<file path="src/rtl/uart_frame_pkg.sv">
// -----------------------------------------------------------------------------
// uart_frame_pkg
// Shared definitions for the 6-byte time frame (FF A5 HH MM SS F0).
// The transmit sequencer and the receive decoder both build on these.
//   FRAME_HEAD0/1, FRAME_TAIL : fixed framing bytes
//   FRAME_LEN, FRAME_LAST_IDX : frame length and index of its last byte
//   tx_state_e                : transmit sequencer state encoding
//   cnt_width()               : counter width for a cycle-count parameter
// -----------------------------------------------------------------------------
package uart_frame_pkg;

    localparam logic [7:0]  FRAME_HEAD0    = 8'hFF;
    localparam logic [7:0]  FRAME_HEAD1    = 8'hA5;
    localparam logic [7:0]  FRAME_TAIL     = 8'hF0;
    localparam int unsigned FRAME_LEN      = 6;
    localparam logic [2:0]  FRAME_LAST_IDX = 3'(FRAME_LEN - 1);

    typedef enum logic [2:0] {
        ST_IDLE  = 3'd0,
        ST_LOAD  = 3'd1,
        ST_START = 3'd2,
        ST_WAIT  = 3'd3,
        ST_GAP   = 3'd4,
        ST_DONE  = 3'd5
    } tx_state_e;

    // $clog2 of the cycle count, never narrower than one bit.
    function automatic int unsigned cnt_width(input int unsigned n);
        return (n > 1) ? $clog2(n) : 1;
    endfunction

endpackage

</file>
<file path="src/rtl/time_frame_tx_ctrl_if.sv">
// -----------------------------------------------------------------------------
// time_frame_tx_ctrl_if
// Signals between the frame sequencer, the clock generator and the UART
// byte transmitter.
//   master : the sequencer (consumes request/time/tx_done, drives the rest)
//   slave  : its environment (clock generator + transmitter)
// -----------------------------------------------------------------------------
interface time_frame_tx_ctrl_if;

    logic       send_req;     // one-cycle request to send the current time
    logic [7:0] Hour;
    logic [7:0] Minute;
    logic [7:0] Seconds;
    logic       tx_done;      // transmitter finished the current byte
    logic [7:0] tx_data;      // byte for the transmitter
    logic       send_en;      // one-cycle start pulse for the transmitter
    logic       busy;         // frame in progress
    logic       frame_done;   // one-cycle pulse after the last byte
    logic       tx_error;     // one-cycle pulse on watchdog abort
    logic       req_dropped;  // one-cycle pulse when a request is discarded

    modport master (
        input  send_req, Hour, Minute, Seconds, tx_done,
        output tx_data, send_en, busy, frame_done, tx_error, req_dropped
    );

    modport slave (
        output send_req, Hour, Minute, Seconds, tx_done,
        input  tx_data, send_en, busy, frame_done, tx_error, req_dropped
    );

endinterface

</file>
<file path="src/rtl/time_frame_tx_ctrl_byte_sel.sv">
// -----------------------------------------------------------------------------
// frame_byte_sel
// Combinational frame-index to byte mux.
//   idx_i                      : byte index 0..5
//   hour_i/minute_i/seconds_i  : snapshot registers
//   byte_o                     : frame byte at idx_i
// -----------------------------------------------------------------------------
module frame_byte_sel
    import uart_frame_pkg::*;
(
    input  logic [2:0] idx_i,
    input  logic [7:0] hour_i,
    input  logic [7:0] minute_i,
    input  logic [7:0] seconds_i,
    output logic [7:0] byte_o
);

    always_comb begin
        case (idx_i)
            3'd0:    byte_o = FRAME_HEAD0;
            3'd1:    byte_o = FRAME_HEAD1;
            3'd2:    byte_o = hour_i;
            3'd3:    byte_o = minute_i;
            3'd4:    byte_o = seconds_i;
            default: byte_o = FRAME_TAIL;
        endcase
    end

endmodule

</file>
<file path="src/rtl/time_frame_tx_ctrl.sv">
// -----------------------------------------------------------------------------
// time_frame_tx_ctrl
// Turns each time-update request into a 6-byte UART frame, handing bytes to
// the transmitter one at a time with a send_en/tx_done handshake. Queues at
// most one request that arrives while a frame is in flight.
//   Clk, Reset : clock, synchronous active-high reset
//   bus        : time_frame_tx_ctrl_if.master (request, time, tx handshake,
//                status pulses)
// Parameters
//   GAP_CYCLES  : idle cycles between tx_done and the next send_en
//   WDOG_CYCLES : cycles allowed per byte (counted from send_en) before abort
// -----------------------------------------------------------------------------
module time_frame_tx_ctrl
    import uart_frame_pkg::*;
#(
    parameter int unsigned GAP_CYCLES  = 0,
    parameter int unsigned WDOG_CYCLES = 1_000_000
) (
    input  logic                 Clk,
    input  logic                 Reset,
    time_frame_tx_ctrl_if.master bus
);

    localparam int unsigned GAP_W  = cnt_width(GAP_CYCLES);
    localparam int unsigned WDOG_W = cnt_width(WDOG_CYCLES);
    localparam logic [GAP_W-1:0]  GAP_LAST  = GAP_W'((GAP_CYCLES > 0) ? GAP_CYCLES - 1 : 0);
    localparam logic [WDOG_W-1:0] WDOG_LAST = WDOG_W'((WDOG_CYCLES > 0) ? WDOG_CYCLES - 1 : 0);

    tx_state_e         state_q;
    logic [2:0]        idx_q, idx_d;
    logic              pending_q;
    logic [GAP_W-1:0]  gap_cnt_q;
    logic [WDOG_W-1:0] wdog_cnt_q;
    logic [7:0]        hour_q, minute_q, seconds_q;
    logic [7:0]        tx_data_q;
    logic              send_en_q, busy_q, frame_done_q, tx_error_q, req_dropped_q;
    logic [7:0]        sel_byte;

    // Index for the byte about to be launched: reset in LOAD, advanced on an
    // accepted tx_done, held at the last byte.
    always_comb begin
        idx_d = idx_q;
        if (state_q == ST_LOAD) begin
            idx_d = 3'd0;
        end else if (state_q == ST_WAIT && bus.tx_done && idx_q != FRAME_LAST_IDX) begin
            idx_d = idx_q + 3'd1;
        end
    end

    frame_byte_sel u_byte_sel (
        .idx_i     (idx_d),
        .hour_i    (hour_q),
        .minute_i  (minute_q),
        .seconds_i (seconds_q),
        .byte_o    (sel_byte)
    );

    // NOTE: several branches below assign the same register in one cycle; the
    // last non-blocking assignment in program order is the one that lands, so
    // state-specific overrides are written after the generic request handling.
    always_ff @(posedge Clk) begin
        if (Reset) begin
            state_q       <= ST_IDLE;
            idx_q         <= '0;
            pending_q     <= 1'b0;
            gap_cnt_q     <= '0;
            wdog_cnt_q    <= '0;
            hour_q        <= '0;
            minute_q      <= '0;
            seconds_q     <= '0;
            tx_data_q     <= '0;
            send_en_q     <= 1'b0;
            busy_q        <= 1'b0;
            frame_done_q  <= 1'b0;
            tx_error_q    <= 1'b0;
            req_dropped_q <= 1'b0;
        end else begin
            send_en_q     <= 1'b0;
            frame_done_q  <= 1'b0;
            tx_error_q    <= 1'b0;
            req_dropped_q <= 1'b0;
            idx_q         <= idx_d;

            // A request during a frame is remembered once; a further one is lost.
            if (bus.send_req && state_q != ST_IDLE) begin
                if (pending_q) req_dropped_q <= 1'b1;
                else           pending_q     <= 1'b1;
            end

            unique case (state_q)
                ST_IDLE: begin
                    if (bus.send_req) begin
                        state_q <= ST_LOAD;
                        busy_q  <= 1'b1;
                    end
                end
                ST_LOAD: begin
                    hour_q     <= bus.Hour;
                    minute_q   <= bus.Minute;
                    seconds_q  <= bus.Seconds;
                    state_q    <= ST_START;
                    send_en_q  <= 1'b1;
                    tx_data_q  <= sel_byte;
                    wdog_cnt_q <= '0;
                end
                ST_START: begin
                    // Watchdog runs from the send_en cycle onward.
                    state_q    <= ST_WAIT;
                    wdog_cnt_q <= wdog_cnt_q + 1'b1;
                end
                ST_WAIT: begin
                    if (bus.tx_done) begin
                        if (idx_q == FRAME_LAST_IDX) begin
                            state_q      <= ST_DONE;
                            frame_done_q <= 1'b1;
                        end else if (GAP_CYCLES == 0) begin
                            state_q    <= ST_START;
                            send_en_q  <= 1'b1;
                            tx_data_q  <= sel_byte;
                            wdog_cnt_q <= '0;
                        end else begin
                            state_q   <= ST_GAP;
                            gap_cnt_q <= '0;
                        end
                    end else if (wdog_cnt_q == WDOG_LAST) begin
                        // Abort: nothing queued survives, including a request
                        // arriving in this very cycle.
                        state_q       <= ST_IDLE;
                        busy_q        <= 1'b0;
                        tx_error_q    <= 1'b1;
                        pending_q     <= 1'b0;
                        req_dropped_q <= bus.send_req;
                    end else begin
                        wdog_cnt_q <= wdog_cnt_q + 1'b1;
                    end
                end
                ST_GAP: begin
                    if (gap_cnt_q == GAP_LAST) begin
                        state_q    <= ST_START;
                        send_en_q  <= 1'b1;
                        tx_data_q  <= sel_byte;
                        wdog_cnt_q <= '0;
                    end else begin
                        gap_cnt_q <= gap_cnt_q + 1'b1;
                    end
                end
                ST_DONE: begin
                    // A request landing in this cycle is treated as pending.
                    if (pending_q || bus.send_req) begin
                        state_q   <= ST_LOAD;
                        pending_q <= 1'b0;
                    end else begin
                        state_q <= ST_IDLE;
                        busy_q  <= 1'b0;
                    end
                end
                default: state_q <= ST_IDLE;
            endcase
        end
    end

    assign bus.tx_data     = tx_data_q;
    assign bus.send_en     = send_en_q;
    assign bus.busy        = busy_q;
    assign bus.frame_done  = frame_done_q;
    assign bus.tx_error    = tx_error_q;
    assign bus.req_dropped = req_dropped_q;

endmodule

</file>
<file path="src/flat_wrapper.sv">
// flat-port wrapper written by rule: the top's interface ports become plain ports
module time_frame_tx_ctrl_flat import uart_frame_pkg::*;
#(
    parameter int unsigned GAP_CYCLES  = 0,
    parameter int unsigned WDOG_CYCLES = 1_000_000
)
  (Clk, Reset, bus_send_req, bus_Hour, bus_Minute, bus_Seconds, bus_tx_done, bus_tx_data, bus_send_en, bus_busy, bus_frame_done, bus_tx_error, bus_req_dropped);
  time_frame_tx_ctrl_if bus_i ();
  input  logic Clk;
  input  logic Reset;
  input wire logic [$bits(bus_i.send_req)-1:0] bus_send_req;
  input wire logic [$bits(bus_i.Hour)-1:0] bus_Hour;
  input wire logic [$bits(bus_i.Minute)-1:0] bus_Minute;
  input wire logic [$bits(bus_i.Seconds)-1:0] bus_Seconds;
  input wire logic [$bits(bus_i.tx_done)-1:0] bus_tx_done;
  output wire logic [$bits(bus_i.tx_data)-1:0] bus_tx_data;
  output wire logic [$bits(bus_i.send_en)-1:0] bus_send_en;
  output wire logic [$bits(bus_i.busy)-1:0] bus_busy;
  output wire logic [$bits(bus_i.frame_done)-1:0] bus_frame_done;
  output wire logic [$bits(bus_i.tx_error)-1:0] bus_tx_error;
  output wire logic [$bits(bus_i.req_dropped)-1:0] bus_req_dropped;
  assign bus_i.send_req = bus_send_req;
  assign bus_i.Hour = bus_Hour;
  assign bus_i.Minute = bus_Minute;
  assign bus_i.Seconds = bus_Seconds;
  assign bus_i.tx_done = bus_tx_done;
  assign bus_tx_data = bus_i.tx_data;
  assign bus_send_en = bus_i.send_en;
  assign bus_busy = bus_i.busy;
  assign bus_frame_done = bus_i.frame_done;
  assign bus_tx_error = bus_i.tx_error;
  assign bus_req_dropped = bus_i.req_dropped;
  time_frame_tx_ctrl #(.GAP_CYCLES(GAP_CYCLES), .WDOG_CYCLES(WDOG_CYCLES)) u_core (.Clk(Clk), .Reset(Reset), .bus(bus_i));
endmodule
</file>
<file path="config.mk">
export PLATFORM = sky130hd
export DESIGN_NAME = time_frame_tx_ctrl_flat
export DESIGN_NICKNAME = d
export VERILOG_FILES = /design/src/rtl/uart_frame_pkg.sv /design/src/rtl/time_frame_tx_ctrl_if.sv /design/src/rtl/time_frame_tx_ctrl_byte_sel.sv /design/src/rtl/time_frame_tx_ctrl.sv /design/src/flat_wrapper.sv
export SDC_FILE = /design/constraint.sdc
export NUM_CORES = 1
export LEC_CHECK = 0
export CAP_MARGIN = 10
export CORE_MARGIN = 2
export CORE_UTILIZATION = 43
export CTS_CLUSTER_DIAMETER = 120
export CTS_CLUSTER_SIZE = 14
export DETAILED_ROUTE_END_ITERATION = 8
export MAX_ROUTING_LAYER = met4
export PLACE_DENSITY_LB_ADDON = 0.25
export SYNTH_ARGS = -nofsm -noshare
export SYNTH_HDL_FRONTEND = slang
export SYNTH_HIERARCHICAL = 1
export SYNTH_SLANG_ARGS = --single-unit
</file>
<file path="constraint.sdc">
create_clock -name Clk -period 3.1 [get_ports Clk]
set_input_delay 0.62 -clock Clk [delete_from_list [all_inputs] [get_ports Clk]]
set_output_delay 0.62 -clock Clk [all_outputs]
set_load 0.03 [all_outputs]
</file>
==> results.py, run 1 <==
metrics = {
    "synth": {
        "synth.yosys.seq_area_share": 0.413,
        "yosys.area_share.adder": 0.0121,
        "post_synthesis_share_of_cell_area_spent_on_and_or_nand_and_nor_gates": 0.287,
        "postSynthAreaPerCell_um2": 8.10,
        "synth_top_family_by_area": "simple AND/OR/NAND/NOR gates",
        "synthXorXnorAreaFrac": 0.00565,
        "ys_async_sr_fraction": 0,
        "synth_compound_area_frac": 0.194,
        "synth_enable_flop_cells": 0,
        "syn_nets": 414,
        "postSynthRegisterBits": 64,
        "post_synth_main_area_contributors": "sky130_fd_sc_hd__dfxtp_1, sky130_fd_sc_hd__nand2_1, sky130_fd_sc_hd__a21oi_1",
        "synth_top_area_share": 0.413,
        "area_leader_netlist": "sky130_fd_sc_hd__dfxtp_1",
        "synth.distinct_cells": 61,
        "synth_warnings": 6,
        "synth.cell_area_um2": 3100,
        "dominantRegCellSynth": "sky130_fd_sc_hd__dfxtp_1",
        "synth_mux_area_frac": 0.0484,
        "synth_cells": 383,
    },
    "route": {
        "detailroute.via_count": 2800,
        "drt_iter0_drc": 160,
        "tritonroute_pass_1_iters": 5,
        "detail-route-antenna-nets": 0,
        "post_drt_wl_per_cell_um": 13.9,
        "route.detailed.drc": 0,
        "vias_per_instance": 5.35,
        "wirelength_um": 7280,
    },
    "place": {
        "dp_hpwl_um": 4990,
        "dpl_worst_slack_ns": 0.258,
        "placement.io_buffers": 40,
        "gp_congestion": 0.848,
        "dp_cells": 507,
        "post_dp_cell_area_um2": 3580,
    },
    "timing": {
        "rsz_0062_raised_after_global_routing": "no",
        "finalHoldViolCount": 0,
        "final_critical_path_setup_slack_ns": 0.622,
        "drv_slew": 0,
        "slew_hr": 0.431,
        "final_min_period_over_clock_period": 0.799,
        "min_period_ns": 2.48,
        "fmax_mhz": 404,
        "report.final.setup_viol": 0,
        "fin_skew_ns": 0.0132,
        "totalNegativeSetupSlack_ns": 0,
        "worst_pin_slew_ns": 0.854,
    },
    "setup_path": {
        "timing_worst_setup_path_type": "in2reg",
        "timing.critical_path.arrival_ns": 2.71,
        "critical_path_peak_fanout": 11,
        "worstPathRequired_ns": 3.34,
        "start_kind": "primary input",
        "cp-end-kind": "flop",
    },
    "run": {
        "timing.max_cap.violations": 0,
    },
    "clock_network": {
        "cts_tree": "built",
        "postCtsHoldBufs": 0,
        "cts.htree.levels": 3,
        "tritoncts_num_sinks": 64,
        "resized_gates_after_cts": 0,
        "postCtsSetupBuffers": 0,
        "tritoncts.num_buffers": 9,
        "clkLatencyLatePin_ns": 0.34,
        "clockBufferDepth": 2,
        "cts-root-buf": "sky130_fd_sc_hd__clkbuf_8",
        "clkTransAtPathRegs_ns": 0.08,
    },
    "power": {
        "power.internal_uw": 1550,
        "power_density_nw_per_um2": 545,
        "p_leak_uw": 0.00139,
        "power.switching_fraction": 0.259,
        "comb_power_share": 0.138,
        "seqPwrFrac": 0.429,
        "totalPowerFinal_uw": 2090,
        "p_switching_uw": 540,
        "peakVddDrop_v": 0.000320,
        "power_frac_clock": 0.433,
    },
    "die": {
        "floorplan.rows": 30,
        "core_area_um2": 6870,
        "ios": 41,
        "die_area_um2": 7910,
        "start_util": 0.451,
        "fp.dieW_um": 88.9,
        "die_h_um": 88.9,
    },
    "final_layout": {
        "stdcell_area_um2": 3830,
        "final_layout_size_suffix_gt1_frac": 0.0984,
        "final-seq-area_um2": 1280,
        "finish.cell_count_without_fillers": 523,
        "num_antenna_cells": 0,
        "fin_nets": 453,
        "multi_input_area_um2": 1700,
        "area.growth.synth_to_final_pct": 23.6,
        "filler_cell_count": 661,
    },
    "grt": {
        "maximum_number_of_pins_on_one_net_before_global_route_repair": 47,
        "first_pass_grt_wire_length_um": 11700,
        "grt_pass1_vias": 2404,
        "global_route.usage.total": 0.197,
        "grt_antenna_before_repair": 0,
        "grt.overflow.total": 0,
    },
    "min_path": {
        "hold_path_class": "reg2reg",
    },
    "run_status": {
        "status": "completed",
    },
}
## layout by cell type (no fill, tap or decap), types with 3 or more instances in the layout
cell type / instances
sky130_fd_sc_hd__a211oi_1: 3
sky130_fd_sc_hd__a21boi_0: 4
sky130_fd_sc_hd__a21oi_1: 48
sky130_fd_sc_hd__a311oi_1: 7
sky130_fd_sc_hd__and2_1: 5
sky130_fd_sc_hd__and3_1: 6
sky130_fd_sc_hd__buf_4: 10
sky130_fd_sc_hd__bufinv_16: 3
sky130_fd_sc_hd__clkbuf_8: 10
sky130_fd_sc_hd__clkdlybuf4s50_1: 39
sky130_fd_sc_hd__dfxtp_1: 64
sky130_fd_sc_hd__ha_1: 3
sky130_fd_sc_hd__inv_1: 3
sky130_fd_sc_hd__mux2i_1: 15
sky130_fd_sc_hd__nand2_1: 70
sky130_fd_sc_hd__nand2b_1: 7
sky130_fd_sc_hd__nand3_1: 9
sky130_fd_sc_hd__nand4_1: 4
sky130_fd_sc_hd__nor2_1: 31
sky130_fd_sc_hd__nor2b_1: 4
sky130_fd_sc_hd__nor3_1: 16
sky130_fd_sc_hd__o21ai_0: 9
sky130_fd_sc_hd__o21ai_1: 4
sky130_fd_sc_hd__o32ai_1: 3
sky130_fd_sc_hd__or3_1: 3
## worst paths after layout
kind,from,to,slack [ns],cells past startpoint
worst max-delay path,bus_tx_done,u_core/bus.tx_data[4]$_SDFFE_PP0P_,0.62,12
worst min-delay path,u_core/seconds_q[2]$_SDFFE_PP0N_,u_core/seconds_q[2]$_SDFFE_PP0N_,0.46,2
worst max register to register,u_core/idx_q[1]$_SDFF_PP0_,u_core/bus.tx_data[4]$_SDFFE_PP0P_,0.72,13
worst min register to register,u_core/seconds_q[2]$_SDFFE_PP0N_,u_core/seconds_q[2]$_SDFFE_PP0N_,0.46,2
## state kept, by name, summed over array words and instances (netlist names), 3 cells and up
register,count
u_core/idx_q,3
u_core/seconds_q,8
u_core/hour_q,8
u_core/state_q,3
u_core/minute_q,8
u_core/bus.tx_data,8
u_core/wdog_cnt_q,20
## per-stage QoR
stage / hold slack [ns] / util
finish: 0.457 / 0.558
global route: 0.474 / 0.558
CTS: 0.458 / 0.558
detailed placement: 0.449 / 0.521
global placement: 0.447 / 0.521
floorplan: 0.431 / -
## cell usage after synthesis, types with 2 or more instances
master                      n
sky130_fd_sc_hd__nand4b_1   2
sky130_fd_sc_hd__and2_1     5
sky130_fd_sc_hd__o21ai_0    9
sky130_fd_sc_hd__nor3_1    16
sky130_fd_sc_hd__a211oi_1   3
sky130_fd_sc_hd__or2_2      2
sky130_fd_sc_hd__clkbuf_1  16
sky130_fd_sc_hd__nor2_1    31
sky130_fd_sc_hd__nor3b_1    2
sky130_fd_sc_hd__a311oi_1   7
sky130_fd_sc_hd__dfxtp_1   64
sky130_fd_sc_hd__nor2b_1    4
sky130_fd_sc_hd__a21boi_0   4
sky130_fd_sc_hd__nand2_1   70
sky130_fd_sc_hd__o21ai_1    4
sky130_fd_sc_hd__nand4_1    4
sky130_fd_sc_hd__nor2_2     2
sky130_fd_sc_hd__buf_6      2
sky130_fd_sc_hd__or3_1      3
sky130_fd_sc_hd__o32ai_1    3
sky130_fd_sc_hd__a21oi_1   48
sky130_fd_sc_hd__nand2b_1   7
sky130_fd_sc_hd__a22oi_1    2
sky130_fd_sc_hd__nand3_1    9
sky130_fd_sc_hd__a31o_2     2
sky130_fd_sc_hd__mux2i_1   15
sky130_fd_sc_hd__or4_1      2
sky130_fd_sc_hd__and3_1     6
sky130_fd_sc_hd__a31oi_1    2
sky130_fd_sc_hd__o22ai_1    2
sky130_fd_sc_hd__inv_1      3
sky130_fd_sc_hd__ha_1       3
## metal layers
layer	share of wire	vias to the layer above	wire [um]	track usage
li1	-	1441	-	-
met1	0.52	1295	3760	0.289
met2	0.43	55	3120	0.271
met3	0.039	9	281	0.0443
met4	0.015	0	110	0.0537
met5	0	-	0	-
## cells by family (layout without fill, tap and decap cells)
family,count (synthesis),in the layout
compound gates,97,97
fa+ha+maj,3,3
simple gates,177,177
xor+xnor,2,2
mux,15,15
flops,64,64
buf+inv,25,69
## power by group through the flow
stage | Sequential, uW | Clock [uW] | Combinational, uW
after floorplan | 928 | 0 | 164
after global placement | 914 | 0 | 284
after detailed placement | 913 | 0 | 289
after CTS | 895 | 914 | 290
after global routing | 901 | 952 | 317
final | 895 | 903 | 288
## worst max-delay path, stage by stage
cell                              delay [ns]
sky130_fd_sc_hd__clkdlybuf4s50_1        0.50
sky130_fd_sc_hd__nand2_1                0.11
sky130_fd_sc_hd__nor3_1                 0.25
sky130_fd_sc_hd__buf_4                  0.18
sky130_fd_sc_hd__xnor2_1                0.08
sky130_fd_sc_hd__nor2_1                 0.10
sky130_fd_sc_hd__buf_4                  0.20
sky130_fd_sc_hd__or2b_4                 0.31
sky130_fd_sc_hd__o32ai_1                0.13
sky130_fd_sc_hd__nor3_1                 0.07
sky130_fd_sc_hd__mux2i_1                0.12
sky130_fd_sc_hd__nor2_1                 0.05
## layout make-up
class,count,area share
sequential,64,0.334
clock buffer,10,0.0359
tap,96,0.0314
multi-input combinational,294,0.443
timing repair buffer,50,0.123
clock inverter,6,0.0300
inverter,3,0.00294
(Power assumes the default switching activity.)
==> run 2, diff against run 1 <==
==> constraint.sdc (replaced) <==
create_clock -name Clk -period 2.4 [get_ports Clk]
set_input_delay 0.48 -clock Clk [delete_from_list [all_inputs] [get_ports Clk]]
set_output_delay 0.48 -clock Clk [all_outputs]
set_load 0.03 [all_outputs]
==> run 2 against run 1 <==
Net effect:
- clock skew decreased by 0.0054 ns
- hold slack better by 0.00088 ns
- sequential power grew 28%
- register-to-register slack worse by 0.50 ns
- total power rose by 31%
- count of clock-buffer cells in the layout decreased by 1
- sequential share of layout area down 1.4 points
- clock power grew 28%
- first-iteration DRC count down 8.1%
- sequential cell count unchanged
==> results.py, run 2 (synthesis gave the netlist of run 1 again) <==
metrics = {
    "run_status": {
        "status": "completed",
    },
    "timing": {
        "final_critical_path_setup_slack_ns": 0.222,
        "worst_pin_slew_ns": 0.570,
        "fmax_mhz": 459,
        "drv_slew": 0,
        "fin_skew_ns": 0.00773,
        "rsz_0062_raised_after_global_routing": "no",
        "report.final.setup_viol": 0,
        "finalHoldViolCount": 0,
        "slew_hr": 0.620,
        "min_period_ns": 2.18,
        "final_min_period_over_clock_period": 0.907,
    },
    "setup_path": {
        "reg2regPathDepth": 12,
        "worst-r2r-setup-slack_ns": 0.22,
        "regToRegStartpoint": "u_core/idx_q[0]$_SDFF_PP0_",
        "worstPathRequired_ns": 2.63,
        "timing_worst_setup_path_type": "reg2reg",
        "start_kind": "flop",
        "critical_r2r_capture": "u_core/bus.tx_data[3]$_SDFFE_PP0P_",
        "critical_path_peak_fanout": 4,
        "cp-end-kind": "flop",
        "timing.critical_path.arrival_ns": 2.41,
    },
    "clock_network": {
        "clkTransAtPathRegs_ns": 0.08,
        "postCtsHoldBufs": 0,
        "tritoncts.num_buffers": 9,
        "cts.htree.levels": 3,
        "clockBufferDepth": 2,
        "postCtsSetupBuffers": 0,
        "tritoncts_num_sinks": 64,
        "cts-root-buf": "sky130_fd_sc_hd__clkbuf_8",
        "cts_tree": "built",
        "clkLatencyLatePin_ns": 0.35,
    },
    "min_path": {
        "number_of_cells_on_the_worst_hold_path": 2,
        "worstHoldStart": "u_core/minute_q[7]$_SDFFE_PP0N_",
        "hold_path_class": "reg2reg",
        "timing.hold.worst_endpoint": "u_core/minute_q[7]$_SDFFE_PP0N_",
    },
    "run": {
        "timing.max_cap.violations": 0,
    },
    "power": {
        "totalPowerFinal_uw": 2730,
        "power_density_nw_per_um2": 683,
        "peakVddDrop_v": 0.000374,
        "p_leak_uw": 0.00150,
    },
    "die": {
        "die_area_um2": 7910,
        "start_util": 0.451,
        "core_area_um2": 6870,
        "fp.dieW_um": 88.9,
        "floorplan.rows": 30,
        "ios": 41,
        "die_h_um": 88.9,
    },
    "final_layout": {
        "fin_nets": 473,
        "filler_cell_count": 620,
        "area.growth.synth_to_final_pct": 28.9,
        "num_antenna_cells": 0,
        "layout_common_cells": "sky130_fd_sc_hd__nand2_1, sky130_fd_sc_hd__dfxtp_1, sky130_fd_sc_hd__a21oi_1",
        "register_ranked_first_by_flip_flop_count": "u_core/wdog_cnt_q",
        "final_layout_size_suffix_gt1_frac": 0.150,
        "mostFrequentLayoutCell": "sky130_fd_sc_hd__nand2_1",
        "largest_register_ff_count": 20,
    },
    "grt": {
        "global_route.usage.total": 0.215,
        "grt_pass1_vias": 2728,
        "maximum_number_of_pins_on_one_net_before_global_route_repair": 30,
        "first_pass_grt_wire_length_um": 12800,
        "grt_antenna_before_repair": 0,
        "grt.overflow.total": 0,
    },
    "route": {
        "route.detailed.drc": 0,
        "tritonroute_pass_1_iters": 4,
        "detailroute.via_count": 2969,
        "drt_iter0_drc": 147,
        "wirelength_um": 7640,
        "detail-route-antenna-nets": 0,
        "vias_per_instance": 5.47,
        "post_drt_wl_per_cell_um": 14.1,
    },
    "place": {
        "placement.io_buffers": 40,
        "gp_congestion": 0.923,
        "dp_hpwl_um": 5350,
        "dpl_worst_slack_ns": -0.196,
    },
}
==> run 2: timing repair <==
action                                  CTS  global route
endpoints found under the hold margin     0             0
endpoints found under the setup margin    0             8
resized for setup                         0             4
==> run 2: power breakdown <==
group / switching [uW] / internal, uW
Clock: 460 / 702
Sequential: 33.1 / 1110
Combinational: 234 / 183
Total: 727 / 2000
==> run 2: layer usage <==
metal,track usage,vias up,share of wire,routed length (um)
met3,0.0416,16,0.048,367
met2,0.329,88,0.48,3650
met5,-,-,0,0
met4,0.103,0,0.024,182
li1,-,1482,-,-
met1,0.273,1383,0.45,3430
==> run 2: critical path: stages (launching register included) <==
cell and delay, ns:
sky130_fd_sc_hd__dfxtp_1 0.38, sky130_fd_sc_hd__ha_1 0.20, sky130_fd_sc_hd__and2_1 0.17, sky130_fd_sc_hd__nor3_2 0.05
sky130_fd_sc_hd__buf_4 0.14, sky130_fd_sc_hd__buf_4 0.12, sky130_fd_sc_hd__a211oi_2 0.30, sky130_fd_sc_hd__buf_4 0.18
sky130_fd_sc_hd__nand2b_1 0.06, sky130_fd_sc_hd__a22oi_1 0.15, sky130_fd_sc_hd__o21ai_0 0.11, sky130_fd_sc_hd__mux2i_1 0.15
sky130_fd_sc_hd__nor2_1 0.05
==> run 2: cell type report <==
cell class / instances / area, um^2 / share of cell area
Clock inverter: 7 / 125 / 0.0313
Multi-Input combinational cell: 294 / 1710 / 0.429
Clock buffer: 9 / 124 / 0.0310
Sequential cell: 64 / 1280 / 0.321
Inverter: 3 / 11.3 / 0.00282
Tap cell: 96 / 120 / 0.0301
Timing Repair Buffer: 70 / 621 / 0.155
==> run 2: how the worst max path moves through the flow <==
stage                               startpoint                                  to  slack [ns]  cells after the start
CTS                 u_core/idx_q[1]$_SDFF_PP0_  u_core/bus.tx_data[1]$_SDFFE_PP0P_        0.02                     13
finish              u_core/idx_q[0]$_SDFF_PP0_  u_core/bus.tx_data[3]$_SDFFE_PP0P_        0.22                     12
global placement                   bus_tx_done  u_core/bus.tx_data[3]$_SDFFE_PP0P_       -0.16                     12
detailed placement                 bus_tx_done  u_core/bus.tx_data[1]$_SDFFE_PP0P_       -0.20                     12
floorplan           u_core/idx_q[1]$_SDFF_PP0_  u_core/bus.tx_data[4]$_SDFFE_PP0P_      -0.009                     12
global route        u_core/idx_q[1]$_SDFF_PP0_  u_core/bus.tx_data[6]$_SDFFE_PP0P_        0.03                     13
==> run 2: stage by stage <==
step | setup TNS (ns) | std cells | util | area, um^2 | hold WS, ns
final | 0 | 543 | 0.582 | 4000 | 0.458
after floorplan | -0.0205 | 383 | - | 3110 | 0.431
after CTS | 0 | 543 | 0.580 | 3990 | 0.459
after detailed placement | -1.27 | 527 | 0.544 | 3740 | 0.448
after global placement | -0.885 | 527 | 0.544 | 3740 | 0.443
after global routing | 0 | 543 | 0.582 | 4000 | 0.490
==> run 3, diff against run 2 <==
--- a/config.mk
+++ b/config.mk
@@ -11,7 +11,6 @@
 export CTS_CLUSTER_DIAMETER = 120
 export CTS_CLUSTER_SIZE = 14
 export DETAILED_ROUTE_END_ITERATION = 8
-export MAX_ROUTING_LAYER = met4
 export PLACE_DENSITY_LB_ADDON = 0.25
 export SYNTH_ARGS = -nofsm -noshare
 export SYNTH_HDL_FRONTEND = slang
==> run 3 against run 2 <==
Net effect:
- via count up 0.88%
- hold slack hardly changed
- global-route usage decreased by 0.60 points
- worst setup slack worse by 0.0025 ns
- sequential share of layout area did not move
- critical path type unchanged
==> results.py, run 3 (synthesis gave the netlist of run 1 again) <==
metrics = {
    "setup_path": {
        "worstPathRequired_ns": 2.64,
        "crit_path_frequent_cell": "sky130_fd_sc_hd__buf_4",
        "cp-end-kind": "flop",
        "critical_path_peak_fanout": 4,
        "critical-path-slowest-cell": "sky130_fd_sc_hd__dfxtp_1",
        "timing.critical_path.arrival_ns": 2.42,
        "startpoint": "u_core/idx_q[0]$_SDFF_PP0_",
        "reg2regPathDepth": 12,
        "crit_path_end": "u_core/bus.tx_data[1]$_SDFFE_PP0P_",
        "start_kind": "flop",
        "critical_r2r_capture": "u_core/bus.tx_data[1]$_SDFFE_PP0P_",
        "timing_worst_setup_path_type": "reg2reg",
        "worst-r2r-setup-slack_ns": 0.22,
        "regToRegStartpoint": "u_core/idx_q[0]$_SDFF_PP0_",
        "cpPeakStageDelay_ns": 0.38,
        "crit_chain": "ha_1 -> and2_1 -> nor3_2 -> buf_4 -> buf_4 -> a211oi_2 -> buf_4 -> nand2b_1 -> a22oi_1 -> o21ai_1 -> mux2i_1 -> nor2_1",
    },
    "run_status": {
        "status": "completed",
    },
    "clock_network": {
        "cts-root-buf": "sky130_fd_sc_hd__clkbuf_8",
        "postCtsSetupBuffers": 0,
        "cts.htree.levels": 3,
        "tritoncts_num_sinks": 64,
        "clkLatencyLatePin_ns": 0.35,
        "tritoncts.num_buffers": 9,
        "cts_tree": "built",
        "clkTransAtPathRegs_ns": 0.08,
        "clockBufferDepth": 2,
    },
    "route": {
        "detail-route-antenna-nets": 0,
        "tritonroute_pass_1_iters": 5,
        "wirelength_um": 7650,
        "detailroute.via_count": 2995,
        "vias_per_instance": 5.52,
        "drt_iter0_drc": 125,
        "route.detailed.drc": 0,
        "post_drt_wl_per_cell_um": 14.1,
    },
    "timing": {
        "rsz_0062_raised_after_global_routing": "no",
        "slew_hr": 0.624,
        "fmax_mhz": 459,
        "totalNegativeSetupSlack_ns": 0,
        "min_period_ns": 2.18,
        "worst_pin_slew_ns": 0.564,
        "report.final.setup_viol": 0,
        "final_min_period_over_clock_period": 0.908,
        "fin_skew_ns": 0.00828,
        "drv_slew": 0,
        "finalHoldViolCount": 0,
        "timing.hold.ws_ns": 0.458,
    },
    "final_layout": {
        "filler_cell_count": 620,
        "stdcell_area_um2": 4000,
        "mostFrequentLayoutCell": "sky130_fd_sc_hd__nand2_1",
        "fin_nets": 473,
        "layout_common_cells": "sky130_fd_sc_hd__nand2_1, sky130_fd_sc_hd__dfxtp_1, sky130_fd_sc_hd__a21oi_1",
        "final_layout_size_suffix_gt1_frac": 0.150,
        "area.growth.synth_to_final_pct": 28.9,
        "num_antenna_cells": 0,
        "register_ranked_first_by_flip_flop_count": "u_core/wdog_cnt_q",
        "final-seq-area_um2": 1280,
        "multi_input_area_um2": 1710,
        "largest_register_ff_count": 20,
    },
    "power": {
        "p_leak_uw": 0.00150,
        "peakVddDrop_v": 0.000377,
        "power_density_nw_per_um2": 683,
    },
    "die": {
        "core_area_um2": 6870,
        "fp.dieW_um": 88.9,
        "die_h_um": 88.9,
        "die_area_um2": 7910,
        "floorplan.rows": 30,
        "start_util": 0.451,
        "ios": 41,
    },
    "min_path": {
        "hold_path_class": "reg2reg",
        "number_of_cells_on_the_worst_hold_path": 2,
    },
    "place": {
        "gp_congestion": 0.907,
        "dp_hpwl_um": 5350,
        "post_dp_cell_area_um2": 3740,
        "placement.io_buffers": 40,
    },
    "grt": {
        "grt_pass1_vias": 2728,
        "maximum_number_of_pins_on_one_net_before_global_route_repair": 30,
        "global_route.usage.total": 0.209,
        "grt.overflow.total": 0,
        "grt_antenna_before_repair": 0,
        "first_pass_grt_wire_length_um": 12800,
    },
    "run": {
        "timing.max_cap.violations": 0,
    },
}
==> run 3: area by class of cell <==
class / instances / share of cell area
Clock inverter: 7 / 0.0313
Tap cell: 96 / 0.0301
Timing Repair Buffer: 70 / 0.155
Clock buffer: 9 / 0.0310
Sequential cell: 64 / 0.321
Multi-Input combinational cell: 294 / 0.429
Inverter: 3 / 0.00282
==> run 3: routing by layer <==
layer / vias up / track usage / routed length, um
met4: 0 / 0.103 / 185
met1: 1407 / 0.272 / 3350
met2: 93 / 0.330 / 3680
li1: 1478 / - / -
met3: 17 / 0.0443 / 435
met5: - / 0 / 0
==> run 3: where the power goes <==
group / switching (uW) / leakage (uW) / internal, uW / total (uW)
combinational: 233 / 0.000851 / 183 / 416
sequential: 33.2 / 0.000521 / 1110 / 1150
clock: 464 / 0.000125 / 702 / 1170
total: 730 / 0.00150 / 2000 / 2730
==> run 3: worst min-delay path by stage <==
stage / endpoint / startpoint / slack (ns)
after floorplan: u_core/hour_q[1]$_SDFFE_PP0N_ / u_core/hour_q[1]$_SDFFE_PP0N_ / 0.43
after global placement: u_core/hour_q[1]$_SDFFE_PP0N_ / u_core/hour_q[1]$_SDFFE_PP0N_ / 0.44
after detailed placement: u_core/hour_q[1]$_SDFFE_PP0N_ / u_core/hour_q[1]$_SDFFE_PP0N_ / 0.45
after CTS: u_core/hour_q[1]$_SDFFE_PP0N_ / u_core/hour_q[1]$_SDFFE_PP0N_ / 0.46
after global routing: u_core/hour_q[2]$_SDFFE_PP0N_ / u_core/hour_q[2]$_SDFFE_PP0N_ / 0.49
final: u_core/minute_q[7]$_SDFFE_PP0N_ / u_core/minute_q[7]$_SDFFE_PP0N_ / 0.46
==> run 3: repair_timing <==
| item | in CTS | in global routing |
|---|---|---|
| resized for setup | 0 | 4 |
| setup endpoints to repair | 0 | 8 |
| hold buffers | 0 | 0 |
==> run 3: worst max-delay path, delay by kind of cell (launching register included) <==
family / cells / cell delay (ns)
mux: 1 / 0.14
buf+inv: 3 / 0.45
simple gates: 4 / 0.33
fa+ha+maj: 1 / 0.20
compound gates: 3 / 0.57
flops: 1 / 0.38
==> run 3: through the flow <==
step            util  std cells  setup slack, ns  power [uW]
6_report       0.582        543            0.220        2730
5_1_grt        0.582        543           0.0270        2840
4_1_cts        0.580        543           0.0182        2750
3_5_place_dp   0.544        527           -0.196        1590
3_3_place_gp   0.544        527           -0.157        1580
2_1_floorplan      -        383         -0.00923        1410
